===== config.mk =====
export PLATFORM = sky130hd
export DESIGN_NAME = uart_tx_arb
export DESIGN_NICKNAME = d
export VERILOG_FILES = /design/src/rtl/uart_tx_arb.sv
export SDC_FILE = /design/constraint.sdc
export NUM_CORES = 1
export LEC_CHECK = 0
export CAP_MARGIN = 20
export CORE_UTILIZATION = 25
export DETAILED_ROUTE_END_ITERATION = 10
export SETUP_SLACK_MARGIN = 0.02
export SYNTH_ARGS = -nofsm -noshare
export SYNTH_HDL_FRONTEND = slang
export SYNTH_SLANG_ARGS = --single-unit

===== constraint.sdc =====
create_clock -name PCLK -period 5.1 [get_ports PCLK]
set_input_delay 1.02 -clock PCLK [delete_from_list [all_inputs] [get_ports PCLK]]
set_output_delay 1.02 -clock PCLK [all_outputs]
set_load 0.02 [all_outputs]

===== src/rtl/uart_tx_arb.sv =====
// ============================================================================
// Module   : uart_tx_arb
// Purpose  : Message-granular round-robin arbiter in front of the UART
//            transmit buffer write port, with an idle-owner reclaim timeout.
// Revision : 1.0 - initial release
// ============================================================================
`default_nettype none

module uart_tx_arb #(
  parameter int NUM_REQ  = 4,
  parameter int ID_WIDTH = 2,
  parameter int TO_WIDTH = 16
) (
  input  logic                  PCLK,
  input  logic                  PRESETN,
  input  logic [NUM_REQ-1:0]    req_valid,
  input  logic [8*NUM_REQ-1:0]  req_data,
  input  logic [NUM_REQ-1:0]    req_last,
  output logic [NUM_REQ-1:0]    req_ready,
  input  logic [NUM_REQ-1:0]    req_mask,
  input  logic [TO_WIDTH-1:0]   lock_timeout,
  input  logic                  tx_ready,
  output logic                  tx_data_reg_wr,
  output logic [7:0]            tx_data,
  output logic [ID_WIDTH-1:0]   grant_id,
  output logic                  busy,
  output logic                  timeout_err
);

  typedef enum logic [1:0] {
    ST_IDLE = 2'b00,
    ST_LOCK = 2'b01
  } state_t;

  state_t                r_state;
  logic [ID_WIDTH-1:0]   r_ptr;
  logic [TO_WIDTH-1:0]   r_cnt;

  logic [NUM_REQ-1:0]    w_elig;
  logic [2*NUM_REQ-1:0]  w_elig2;
  logic [NUM_REQ-1:0]    w_rot;
  logic                  w_found;
  logic [ID_WIDTH-1:0]   w_off;
  logic [ID_WIDTH:0]     w_sum;
  logic [ID_WIDTH-1:0]   w_pick;

  logic                  w_own_valid;
  logic                  w_own_last;
  logic                  w_own_mask;
  logic [7:0]            w_own_data;
  logic                  w_own_ready;
  logic                  w_hs;
  logic [ID_WIDTH-1:0]   w_ptr_next;
  logic [TO_WIDTH-1:0]   w_cnt_inc;
  logic                  w_to_hit;

  // Rotate the eligible vector so bit 0 is the pointer position; the lowest
  // set bit of the rotated view is then the round-robin winner.
  assign w_elig  = req_valid & req_mask;
  assign w_elig2 = {w_elig, w_elig};
  assign w_rot   = w_elig2[r_ptr +: NUM_REQ];
  assign w_found = |w_rot;

  always_comb begin
    w_off = '0;
    for (int k = NUM_REQ - 1; k >= 0; k--) begin
      if (w_rot[k]) begin
        w_off = ID_WIDTH'(k);
      end
    end
    w_sum  = {1'b0, r_ptr} + {1'b0, w_off};
    w_pick = (w_sum >= (ID_WIDTH+1)'(NUM_REQ)) ?
             ID_WIDTH'(w_sum - (ID_WIDTH+1)'(NUM_REQ)) : ID_WIDTH'(w_sum);
  end

  always_comb begin
    w_own_valid = 1'b0;
    w_own_last  = 1'b0;
    w_own_mask  = 1'b0;
    w_own_data  = 8'h00;
    for (int i = 0; i < NUM_REQ; i++) begin
      if (grant_id == ID_WIDTH'(i)) begin
        w_own_valid = req_valid[i];
        w_own_last  = req_last[i];
        w_own_mask  = req_mask[i];
        w_own_data  = req_data[8*i +: 8];
      end
    end
  end

  // Blocking the cycle after a write gives the buffer time to update tx_ready.
  assign w_own_ready = (r_state == ST_LOCK) & tx_ready & ~tx_data_reg_wr & w_own_mask;
  assign w_hs        = w_own_valid & w_own_ready;

  always_comb begin
    req_ready = '0;
    for (int i = 0; i < NUM_REQ; i++) begin
      if (grant_id == ID_WIDTH'(i)) begin
        req_ready[i] = w_own_ready;
      end
    end
  end

  assign w_ptr_next = (grant_id == ID_WIDTH'(NUM_REQ - 1)) ? '0 : grant_id + ID_WIDTH'(1);
  assign w_cnt_inc  = (r_cnt == '1) ? r_cnt : r_cnt + TO_WIDTH'(1);
  // Compare against the post-increment value so the release edge lands on the
  // cycle the counter would reach the programmed limit.
  assign w_to_hit   = (lock_timeout != '0) & ~w_own_valid & (w_cnt_inc >= lock_timeout);

  always_ff @(posedge PCLK or negedge PRESETN) begin
    if (!PRESETN) begin
      r_state        <= ST_IDLE;
      r_ptr          <= '0;
      r_cnt          <= '0;
      grant_id       <= '0;
      busy           <= 1'b0;
      tx_data_reg_wr <= 1'b0;
      tx_data        <= 8'h00;
      timeout_err    <= 1'b0;
    end else begin
      tx_data_reg_wr <= w_hs;
      timeout_err    <= 1'b0;
      if (w_hs) begin
        tx_data <= w_own_data;
      end
      case (r_state)
        ST_IDLE: begin
          busy <= 1'b0;
          if (w_found) begin
            r_state  <= ST_LOCK;
            busy     <= 1'b1;
            grant_id <= w_pick;
            r_cnt    <= '0;
          end
        end
        ST_LOCK: begin
          if (w_hs) begin
            r_cnt <= '0;
            if (w_own_last) begin
              r_state <= ST_IDLE;
              busy    <= 1'b0;
              r_ptr   <= w_ptr_next;
            end
          end else if (!w_own_mask) begin
            r_state <= ST_IDLE;
            busy    <= 1'b0;
            r_ptr   <= w_ptr_next;
          end else if (w_to_hit) begin
            r_state     <= ST_IDLE;
            busy        <= 1'b0;
            r_ptr       <= w_ptr_next;
            timeout_err <= 1'b1;
          end else if (!w_own_valid) begin
            r_cnt <= w_cnt_inc;
          end
        end
        default: begin
          r_state <= ST_IDLE;
          busy    <= 1'b0;
        end
      endcase
    end
  end

endmodule

`default_nettype wire


==> Word-level counts from Yosys, hierarchy flattened <==
Cells that the tools add are included.
{ "word_totals": {"regBits": 33, "elab_cells": 100, "output_inout_bits": 17, "in_bits": 63} }
{ "op_classes": {"addsub": 4, "mux": 53, "eq_ne": 13, "order_cmp": 2, "shift": 1, "n_reduce_logical": 10, "bitwise": 9} }
{ "ops": {"columns": ["cell", "n"], "rows": [
  ["16-bit 2-to-1 mux", 6],
  ["8-bit 2-to-1 mux", 4],
  ["16-bit one-hot mux with 2 select lines", 1],
  ["2-bit 2-to-1 mux", 15],
  ["1-bit 2-to-1 mux", 25],
  ["16-bit by 1-bit adder with 16-bit output (second input constant)", 1],
  ["16-bit equality test (second input constant)", 1],
  ["16-bit greater-or-equal comparator", 1],
  ["16-bit nonzero test", 1],
  ["3-bit inequality test (second input constant)", 4],
  ["8-bit by 3-bit indexed part select with 4-bit output", 1],
  ["1-bit bitwise AND", 6],
  ["3-bit AND reduction", 2],
  ["5-bit AND reduction", 1],
  ["4-bit bitwise AND", 1],
  ["2-bit by 1-bit equality test with 1-bit output (second input constant)", 2],
  ["2-bit equality test (second input constant)", 2],
  ["2-bit logical NOT", 2],
  ["2-bit inequality test (second input constant)", 2],
  ["4-bit inequality test (second input constant)", 1],
  ["2-bit one-hot mux with 2 select lines", 1],
  ["2-bit AND reduction", 2],
  ["4-bit OR reduction", 1],
  ["2-bit by 2-bit adder with 3-bit output", 1],
  ["7 further kinds", 8]
]} }

==> Longest topological paths before layout <==
{ "logic_depth": {"word_depth": 12, "depth_mapped": 17, "depth_no_buf": 15} }

==> Worst setup path before layout <==
OpenSTA, ideal clock, no wires.
{ "synth_timing": {"path_type": "register to register", "from": "reg r_cnt[0]", "to": "reg r_ptr[0]", "path_buffers": 2, "setup_time_ps": 125, "path_stages_with_launch": 16, "t_arrival_ps": 3295, "path_slack_ps": 1680, "period_less_slack_ps": 3420, "required_time_ps": 4975, "cell_sequence": "dfrtp_1 ha_1 nand3_1 or4_1 buf_2 nand3b_1 nand2_1 ha_1 nand3_1 a21o_1 a31oi_1 a211oi_2 or2_1 buf_6 a31oi_4 mux2_4"} }
{ "synth_via": {"elab_chain_len": 6, "word_cells_on_any_way": 7, "classes_between": "1 x add/sub; 1 x order compare; 2 x eq/ne; 1 x mux; 1 x bitwise; 1 x reduce/logical"} }
{ "synth_lines": {"columns": ["element", "line", "source"], "rows": [
  ["start: declaration", "37", "logic [TO_WIDTH-1:0] r_cnt;"],
  ["start signal: assignment", "154", "r_cnt <= w_cnt_inc;"],
  ["16-bit by 1-bit adder with 16-bit output / 16-bit equality test (equally long branches)", "105", "assign w_cnt_inc = (r_cnt == '1) ? r_cnt : r_cnt + TO_WIDTH'(1);"],
  ["16-bit 2-to-1 mux (*)", "105", null],
  ["16-bit greater-or-equal comparator (*)", "108", "assign w_to_hit = (lock_timeout != '0) & ~w_own_valid & (w_cnt_inc >= lock_timeout);"],
  ["1-bit bitwise AND (*)", "108", null],
  ["3-bit by 1-bit inequality test with 1-bit output (no line) (*)", null, null],
  ["3-bit AND reduction (no line) (*)", null, null],
  ["end signal: assignment", "142", "r_ptr <= w_ptr_next;"],
  ["end signal: assignment", "147", "r_ptr <= w_ptr_next;"],
  ["end signal: assignment", "151", "r_ptr <= w_ptr_next;"],
  ["end: declaration", "36", "logic [ID_WIDTH-1:0] r_ptr;"]
]} }
Every way passes the cells marked *; elsewhere a longest branch is shown, timed or not.
A chain may end at the register's enable or synchronous reset.

==> Worst setup path in the final report <==
{ "layout_timing": {"from": "in req_mask[3]", "to": "out req_ready[1]"} }
{ "layout_via": {"elab_chain_len": 3} }
{ "layout_lines": {"columns": ["element", "line", "source"], "rows": [
  ["start: declaration", "20", "input logic [NUM_REQ-1:0] req_mask,"],
  ["1-bit 2-to-1 mux", "82", "if (grant_id == ID_WIDTH'(i)) begin"],
  ["1-bit bitwise AND", "92", "assign w_own_ready = (r_state == ST_LOCK) & tx_ready & ~tx_data_reg_wr & w_own_mask;"],
  ["1-bit 2-to-1 mux", "98", "if (grant_id == ID_WIDTH'(i)) begin"],
  ["end: declaration", "19", "output logic [NUM_REQ-1:0] req_ready,"]
]} }
Every way passes these cells.

==> impl_results.html <==
<table>
<tr><th>Metric</th><th>Value</th></tr>
<tr><th colspan="2">Outcome</th></tr>
<tr><td>Status</td><td>finished, final reports clean</td></tr>
<tr><th colspan="2">Synthesis</th></tr>
<tr><td>Avg Cell Area, Syn</td><td>8.05 um^2</td></tr>
<tr><td>Warning count from the yosys run</td><td>0</td></tr>
<tr><td>Synth Net Count</td><td>431</td></tr>
<tr><td>Count of flip-flops with a built-in enable after synthesis</td><td>0</td></tr>
<tr><td>Most frequent cell after synthesis</td><td>a21oi_1</td></tr>
<tr><td>Sequential fraction of the synthesis area</td><td>between 20% and 30%</td></tr>
<tr><td>Post-synthesis xor/xnor area fraction</td><td>under 10%</td></tr>
<tr><td>Mux contribution to synthesized area</td><td>about 2.2%</td></tr>
<tr><td>Largest area contributor in the synthesized netlist</td><td>dfrtp_1</td></tr>
<tr><td>Largest family of logic cells by synthesized area</td><td>compound AO/OA/AOI/OAI gates</td></tr>
<tr><td>Most used flip-flop cell after synthesis</td><td>dfrtp_1</td></tr>
<tr><td>Mapped cell area</td><td>2780 um^2</td></tr>
<tr><td>Synth Instances</td><td>346</td></tr>
<tr><td>FFs w/ async S/R, synth</td><td>100%</td></tr>
<tr><td>Portion of synthesized cell area occupied by the leading cell type</td><td>between 20 and 30%</td></tr>
<tr><td>Cell types with the highest counts after synthesis</td><td>a21oi_1 (41), nor2_1 (37), dfrtp_1 (32), nand2_1 (29)</td></tr>
<tr><td>Post-synthesis adder-cell area fraction</td><td>under 10%</td></tr>
<tr><td>Seq cells post-synth</td><td>32</td></tr>
<tr><td>Compound-cell area share of the yosys netlist</td><td>about 25%</td></tr>
<tr><td>Synth Area in Simple Gates</td><td>around 25%</td></tr>
<tr><td>Biggest area contributors in the synthesized netlist</td><td>dfrtp_1 (29%), ha_1 (9.9%), a21oi_1 (7.4%)</td></tr>
<tr><td>Number of library cell types mapped by synthesis</td><td>between 50 and 60</td></tr>
<tr><th colspan="2">Setup path</th></tr>
<tr><td>Total buffers and inverters traversed by the critical path</td><td>2</td></tr>
<tr><td>Critical-path top delay cell</td><td>clkdlybuf4s50_1</td></tr>
<tr><td>Critical path class</td><td>input port to output port</td></tr>
<tr><td>Reg2Reg Setup Slack</td><td>1140 ps</td></tr>
<tr><td>CP most frequent cell</td><td>clkdlybuf4s50_1</td></tr>
<tr><td>Worst-path maximum fanout</td><td>9</td></tr>
<tr><td>Kind of capture point of the worst setup path</td><td>output port</td></tr>
<tr><td>Count of cells along the worst register-to-register path</td><td>11</td></tr>
<tr><td>Data arrival time of the worst path</td><td>approximately 3000 ps</td></tr>
<tr><td>Startpoint Class</td><td>input port</td></tr>
<tr><td>Cells along the critical path</td><td>clkdlybuf4s50_1 -&gt; nand2_1 -&gt; o21ai_2 -&gt; and2_1 -&gt; and3_1 -&gt; clkdlybuf4s50_1</td></tr>
<tr><td>Reg2reg start</td><td>r_cnt[0]</td></tr>
<tr><td>Peak per-stage delay on the critical path</td><td>around 610 ps</td></tr>
<tr><td>Data required time at the worst endpoint</td><td>4080 ps</td></tr>
<tr><td>Endpoint of the worst register-to-register path</td><td>r_ptr[0]</td></tr>
<tr><td>Worst path top cell family by delay</td><td>buffers and inverters</td></tr>
<tr><th colspan="2">Clock network</th></tr>
<tr><td>H-tree levels</td><td>2</td></tr>
<tr><td>Clock transition time at the flip-flop clock pins of the worst setup and hold paths</td><td>approximately 70 ps</td></tr>
<tr><td>TritonCTS buffer count</td><td>5</td></tr>
<tr><td>Root cell of the clock tree</td><td>clkbuf_8</td></tr>
<tr><td>Post-CTS Setup Repair Bufs</td><td>0</td></tr>
<tr><td>Buffer depth of the longest clock path</td><td>2</td></tr>
<tr><td>Gates resized, CTS repair</td><td>0</td></tr>
<tr><td>Clk Latency, worst-skew pair</td><td>just under 300 ps</td></tr>
<tr><td>CTS sink cnt</td><td>32</td></tr>
<tr><td>Post-CTS Hold Buffers</td><td>0</td></tr>
<tr><td>TritonCTS clock tree</td><td>built</td></tr>
<tr><th colspan="2">Die</th></tr>
<tr><td>Total core area</td><td>roughly 11000 um^2</td></tr>
<tr><td>Row count</td><td>38</td></tr>
<tr><td>Top-level I/O count</td><td>80</td></tr>
<tr><td>Initial standard-cell utilization of the core</td><td>approximately 26%</td></tr>
<tr><td>Horizontal extent of the die</td><td>about 110 um</td></tr>
<tr><td>Full die area</td><td>roughly 12000 um^2</td></tr>
<tr><td>Height of the die</td><td>108 um</td></tr>
<tr><th colspan="2">Placed design</th></tr>
<tr><td>Final estimated routing congestion in global placement</td><td>0.896</td></tr>
<tr><td>Instance area at placement</td><td>~3700 um^2</td></tr>
<tr><td>Port Buffer Count</td><td>between 70 and 80</td></tr>
<tr><td>Pre-CTS setup slack</td><td>approximately 1100 ps</td></tr>
<tr><td>Placed cell count</td><td>551</td></tr>
<tr><td>HPWL after DPL</td><td>6050 um</td></tr>
<tr><th colspan="2">Drt</th></tr>
<tr><td>Metal2 WL</td><td>around 3400 um</td></tr>
<tr><td>Routed via count divided by cell count</td><td>just over 5</td></tr>
<tr><td>Met3 wire length</td><td>roughly 630 um</td></tr>
<tr><td>Routed metal-1 wire length</td><td>roughly 3600 um</td></tr>
<tr><td>Highest Signal Layer</td><td>met4</td></tr>
<tr><td>Routed len/inst</td><td>13.8 um</td></tr>
<tr><td>Residual DRC count</td><td>0</td></tr>
<tr><td>Initial drt markers</td><td>151</td></tr>
<tr><td>TritonRoute pass-1 iters</td><td>5</td></tr>
<tr><td>Count of antenna-violating nets left after detailed routing</td><td>0</td></tr>
<tr><td>Count of vias placed by the detailed router</td><td>about 2900</td></tr>
<tr><td>Detailed-route wire length</td><td>between 7000 and 8000 um</td></tr>
<tr><th colspan="2">Timing</th></tr>
<tr><td>TNS Setup</td><td>0 ps</td></tr>
<tr><td>Setup violators final</td><td>0</td></tr>
<tr><td>Transition time of the tightest slew-check pin</td><td>~800 ps</td></tr>
<tr><td>Slew Limit Headroom</td><td>a little under half</td></tr>
<tr><td>Worst-case clock skew</td><td>~7.6 ps</td></tr>
<tr><td>Post-route clock period utilization</td><td>between 70 and 80%</td></tr>
<tr><td>Post-layout min period</td><td>4010 ps</td></tr>
<tr><td>Setup slack after layout</td><td>about 1100 ps</td></tr>
<tr><td>Setup repair after global routing missed its margin</td><td>false</td></tr>
<tr><td>Maximum clock frequency</td><td>~250 MHz</td></tr>
<tr><td>Number of hold violations in the final report</td><td>0</td></tr>
<tr><td>Pins over their slew limit</td><td>0</td></tr>
<tr><th colspan="2">Min path</th></tr>
<tr><td>Worst min path class</td><td>register to register</td></tr>
<tr><td>Hold path cells</td><td>2</td></tr>
<tr><td>Endpoint, Worst Hold</td><td>tx_data[1]</td></tr>
<tr><td>Min-Delay Startpoint</td><td>tx_data[1]</td></tr>
<tr><th colspan="2">Layout</th></tr>
<tr><td>Net count reported at finish</td><td>between 500 and 600</td></tr>
<tr><td>Antenna Cells</td><td>0</td></tr>
<tr><td>Finished Layout Cells</td><td>about 560</td></tr>
<tr><td>Finished layout cell area</td><td>between 3000 and 4000 um^2</td></tr>
<tr><td>Share of final-layout standard cells stronger than drive strength 1</td><td>roughly 6.0%</td></tr>
<tr><td>Growth of design area from synthesis to finish</td><td>36.3%</td></tr>
<tr><th colspan="2">GRT</th></tr>
<tr><td>Number of antenna violations at the first check in global routing</td><td>0</td></tr>
<tr><td>Number of global-route vias before repair</td><td>2716</td></tr>
<tr><td>Pin count of the biggest net entering global routing</td><td>33</td></tr>
<tr><td>GRT Util Overall</td><td>roughly 14%</td></tr>
<tr><td>Total overflow reported by the global router</td><td>0</td></tr>
<tr><td>Global-route wire length before repair</td><td>12700 um</td></tr>
<tr><th colspan="2">Power and ir drop</th></tr>
<tr><td>Proportion of power drawn by combinational gates</td><td>57.8%</td></tr>
<tr><td>Power density over the cells</td><td>423 nW/um^2</td></tr>
<tr><td>Share of power burned in the clock network</td><td>~17%</td></tr>
<tr><td>Part of the total power dissipated in sequential elements</td><td>25.4%</td></tr>
<tr><td>Worst-case vdd ir drop</td><td>0.235 mV</td></tr>
<tr><td>Reported leakage power</td><td>between 0.0015 and 0.002 uW</td></tr>
<tr><td>Internal power component</td><td>a little under 900 uW</td></tr>
<tr><td>Net Sw Power</td><td>between 700 and 800 uW</td></tr>
<tr><td>Net switching fraction of the power</td><td>approximately 44%</td></tr>
<tr><th colspan="2">Job</th></tr>
<tr><td>Max-capacitance violation count</td><td>0</td></tr>
</table>
## worst max path at each step
stage,start,to,slack [ps],cells past startpoint
2_1_floorplan,r_cnt[0],r_ptr[0],1680,15
3_3_place_gp,req_mask[3],req_ready[1],1160,6
3_5_place_dp,req_mask[3],req_ready[1],1120,6
4_1_cts,grant_id[0],req_ready[1],1080,6
5_1_grt,grant_id[0],req_ready[0],860,7
6_report,req_mask[3],req_ready[1],1090,6
## layer usage
layer / global-route usage [%] / up-vias
met5: 0 / -
met4: 4.40 / 0
met3: 3.09 / 7
met2: 21.6 / 115
met1: 18.5 / 1327
li1: - / 1411
## sequential cells by signal, summed over array words and instances (netlist names)
name / count
r_state: 1
r_ptr: 2
tx_data_reg_wr: 1
tx_data: 8
busy: 1
grant_id: 2
r_cnt: 16
timeout_err: 1
## area by class of cell
cell class	instances	area, um^2
Fill cell	1160	7050
Multi-Input combinational cell	279	1820
Inverter	20	75.1
Clock inverter	1	30.0
Sequential cell	32	801
Timing Repair Buffer	80	798
Tap cell	140	175
Clock buffer	7	96.3
## kinds of logic (layout without fill, tap and decap cells)
group / Yosys count / after routing
xor gates and xnor gates: 9 / 9
and+or+nand+nor: 139 / 139
buffers and inverters: 35 / 108
AOI/OAI and AO/OA: 104 / 104
muxes: 5 / 5
adders and majority gates: 22 / 22
DFF: 32 / 32
## per-stage QoR
step | utilization, % | power (uW) | hold WS [ps]
2_1_floorplan | - | 1070 | 495
3_3_place_gp | 33.8 | 1330 | 512
3_5_place_dp | 33.8 | 1340 | 524
4_1_cts | 35.0 | 1620 | 542
5_1_grt | 35.0 | 1750 | 566
6_report | 35.0 | 1610 | 536
## power by group through the flow
stage          logic (uW)  clock network [uW]  registers (uW)
2_1_floorplan         640                   0             430
4_1_cts               936                 280             407
3_3_place_gp          924                   0             408
5_1_grt              1040                 289             421
6_report              929                 270             408
3_5_place_dp          932                   0             410
## cells in the final DEF, fill, tap and decap left out, drive strengths merged, types with 3 or more instances in the layout
cell type      count
and4               3
nand3             22
ha                22
nor4               6
a22oi              7
clkbuf             7
nand2             30
xor2               4
a211oi             6
dfrtp             32
xnor2              5
inv               20
o211ai             4
and3               9
o31ai              3
nor3               7
a21oi             41
o22a               3
clkdlybuf4s50     79
nor2              37
mux2               3
a21o               3
nor2b              6
nand4              4
a31oi              7
o21ai             15
a22o               6
## worst min-delay path, cell delays in order (launching register included)
cell     delay [ps]
dfrtp_1         350
nor2_1           50
a21oi_1         100
No activity file was read; power rests on OpenSTA's default activity.
==> edit: new RTL, same flow settings <==
Put one more register stage on the output `timeout_err`. The value now appears one clock later. The other outputs are not delayed to match.
--- a/src/rtl/uart_tx_arb.sv
+++ b/src/rtl/uart_tx_arb.sv
@@ -32,4 +32,6 @@
     ST_LOCK = 2'b01
   } state_t;
+
+  logic timeout_err_s0;
 
   state_t                r_state;
@@ -117,8 +119,8 @@
       tx_data_reg_wr <= 1'b0;
       tx_data        <= 8'h00;
-      timeout_err    <= 1'b0;
+      timeout_err_s0 <= 1'b0;
     end else begin
       tx_data_reg_wr <= w_hs;
-      timeout_err    <= 1'b0;
+      timeout_err_s0 <= 1'b0;
       if (w_hs) begin
         tx_data <= w_own_data;
@@ -150,5 +152,5 @@
             busy        <= 1'b0;
             r_ptr       <= w_ptr_next;
-            timeout_err <= 1'b1;
+            timeout_err_s0 <= 1'b1;
           end else if (!w_own_valid) begin
             r_cnt <= w_cnt_inc;
@@ -163,4 +165,8 @@
   end
 
+  always_ff @(posedge PCLK) begin
+    timeout_err <= timeout_err_s0;
+  end
+
 endmodule
 
Function: changed (Yosys sat finds a counterexample within 4 cycles, from zero or initial values and one cycle with PRESETN low).
==> edit against the unedited design <==
- worst setup slack improved by 0.060 ns
- critical endpoint is now r_cnt[5]
- synthesized area fell by 2.7%
- via count fell by 3.6%
- routed wire length fell by 0.53%
- highest routed layer unchanged
- sequential cell count rose by 1
- critical path depth rose by 6
- power fell by 4.6%
- cell area fell by 1.5%
==> edit: results <==
export IMPL_flow_area_growth_from_synthesis_pct=38.1
export IMPL_power_density_mw_per_mm2=410
export IMPL_met1_usage_grt_pct=16.5
export IMPL_internal_power_component_uw=867
export IMPL_dr_wl_met3_um=236
export IMPL_status="completed"
export IMPL_synth_seq_area_share_pct=30.3
export IMPL_clock_area_share_pct=3.21
export IMPL_crit_path_max_fanout=14
export IMPL_worst_endpoint_arrival_ns=4.17
export IMPL_synthesis_nets=412
export IMPL_ir_worst_vdd_v=0.000247
export IMPL_grtUsageMet3_pct=2.70
export IMPL_grt_first_pass_wirelength_um=12800
export IMPL_drive_gt1_share_pct=4.98
export IMPL_synth_commonest_cells="sky130_fd_sc_hd__dfrtp_1, sky130_fd_sc_hd__a21oi_1, sky130_fd_sc_hd__nand2_1"
export IMPL_design_final_nets=486
export IMPL_critPathTopFamily="compound AO/OA/AOI/OAI gates"
export IMPL_place_detailed_hpwl_um=5920
export IMPL_totalWireLength_um=7690
export IMPL_placement_cell_area_mm2=0.00362
export IMPL_power_combinational_fraction_pct=56.6
export IMPL_grt_util_all_layers_pct=13.9
export IMPL_fraction_of_area_in_registers_pct=21.9
export IMPL_comb_multi_input_count=260
export IMPL_async_reset_ff_share_pct=97.0
==> edit: cell types whose count changed in the layout (fill, tap and decap cells not counted), moves of 4 or more <==
cell / unedited run / this run
sky130_fd_sc_hd__a21oi_1: 41 / 26
sky130_fd_sc_hd__nor2_1: 37 / 24
sky130_fd_sc_hd__nor3_1: 5 / 13
sky130_fd_sc_hd__a221oi_1: 1 / 8
sky130_fd_sc_hd__a22oi_1: 7 / 1
sky130_fd_sc_hd__nand3_1: 22 / 16
sky130_fd_sc_hd__a221o_1: 1 / 6
sky130_fd_sc_hd__a31oi_1: 6 / 2
sky130_fd_sc_hd__nand4_1: 4 / 8
sky130_fd_sc_hd__nor2b_1: 6 / 10
==> edit: cells by family (layout without fill, tap and decap cells) <==
family          after synthesis  count (layout)  synth area share (%)
fa+ha+maj                    22              22                  10.2
flops                        33              33                  30.3
simple gates                132             132                  25.2
xor+xnor                     10              10                  3.23
compound gates               90              90                  23.6
buf+inv                      34             109                  5.17
mux                           6               6                  2.36
==> edit: metrics by stage <==
stage | setup slack, ns | cells
floorplan | 1.74 | 327
global placement | 1.20 | 530
detailed placement | 1.21 | 530
CTS | 1.17 | 538
global route | 0.752 | 538
finish | 1.16 | 538
==> edit: path summary, 6_finish.rpt <==
| path | cells after the start | slack [ns] | from | endpoint |
|---|---|---|---|---|
| min in group asynchronous | 2 | 1.13 | PRESETN | grant_id[1] |
| max reg2reg | 12 | 1.16 | r_cnt[8] | r_cnt[5] |
| min | 0 | 0.35 | timeout_err_s0 | timeout_err |
| max | 12 | 1.16 | r_cnt[8] | r_cnt[5] |
| min reg2reg | 0 | 0.35 | timeout_err_s0 | timeout_err |
| max in group asynchronous | 2 | 3.66 | PRESETN | r_cnt[1] |
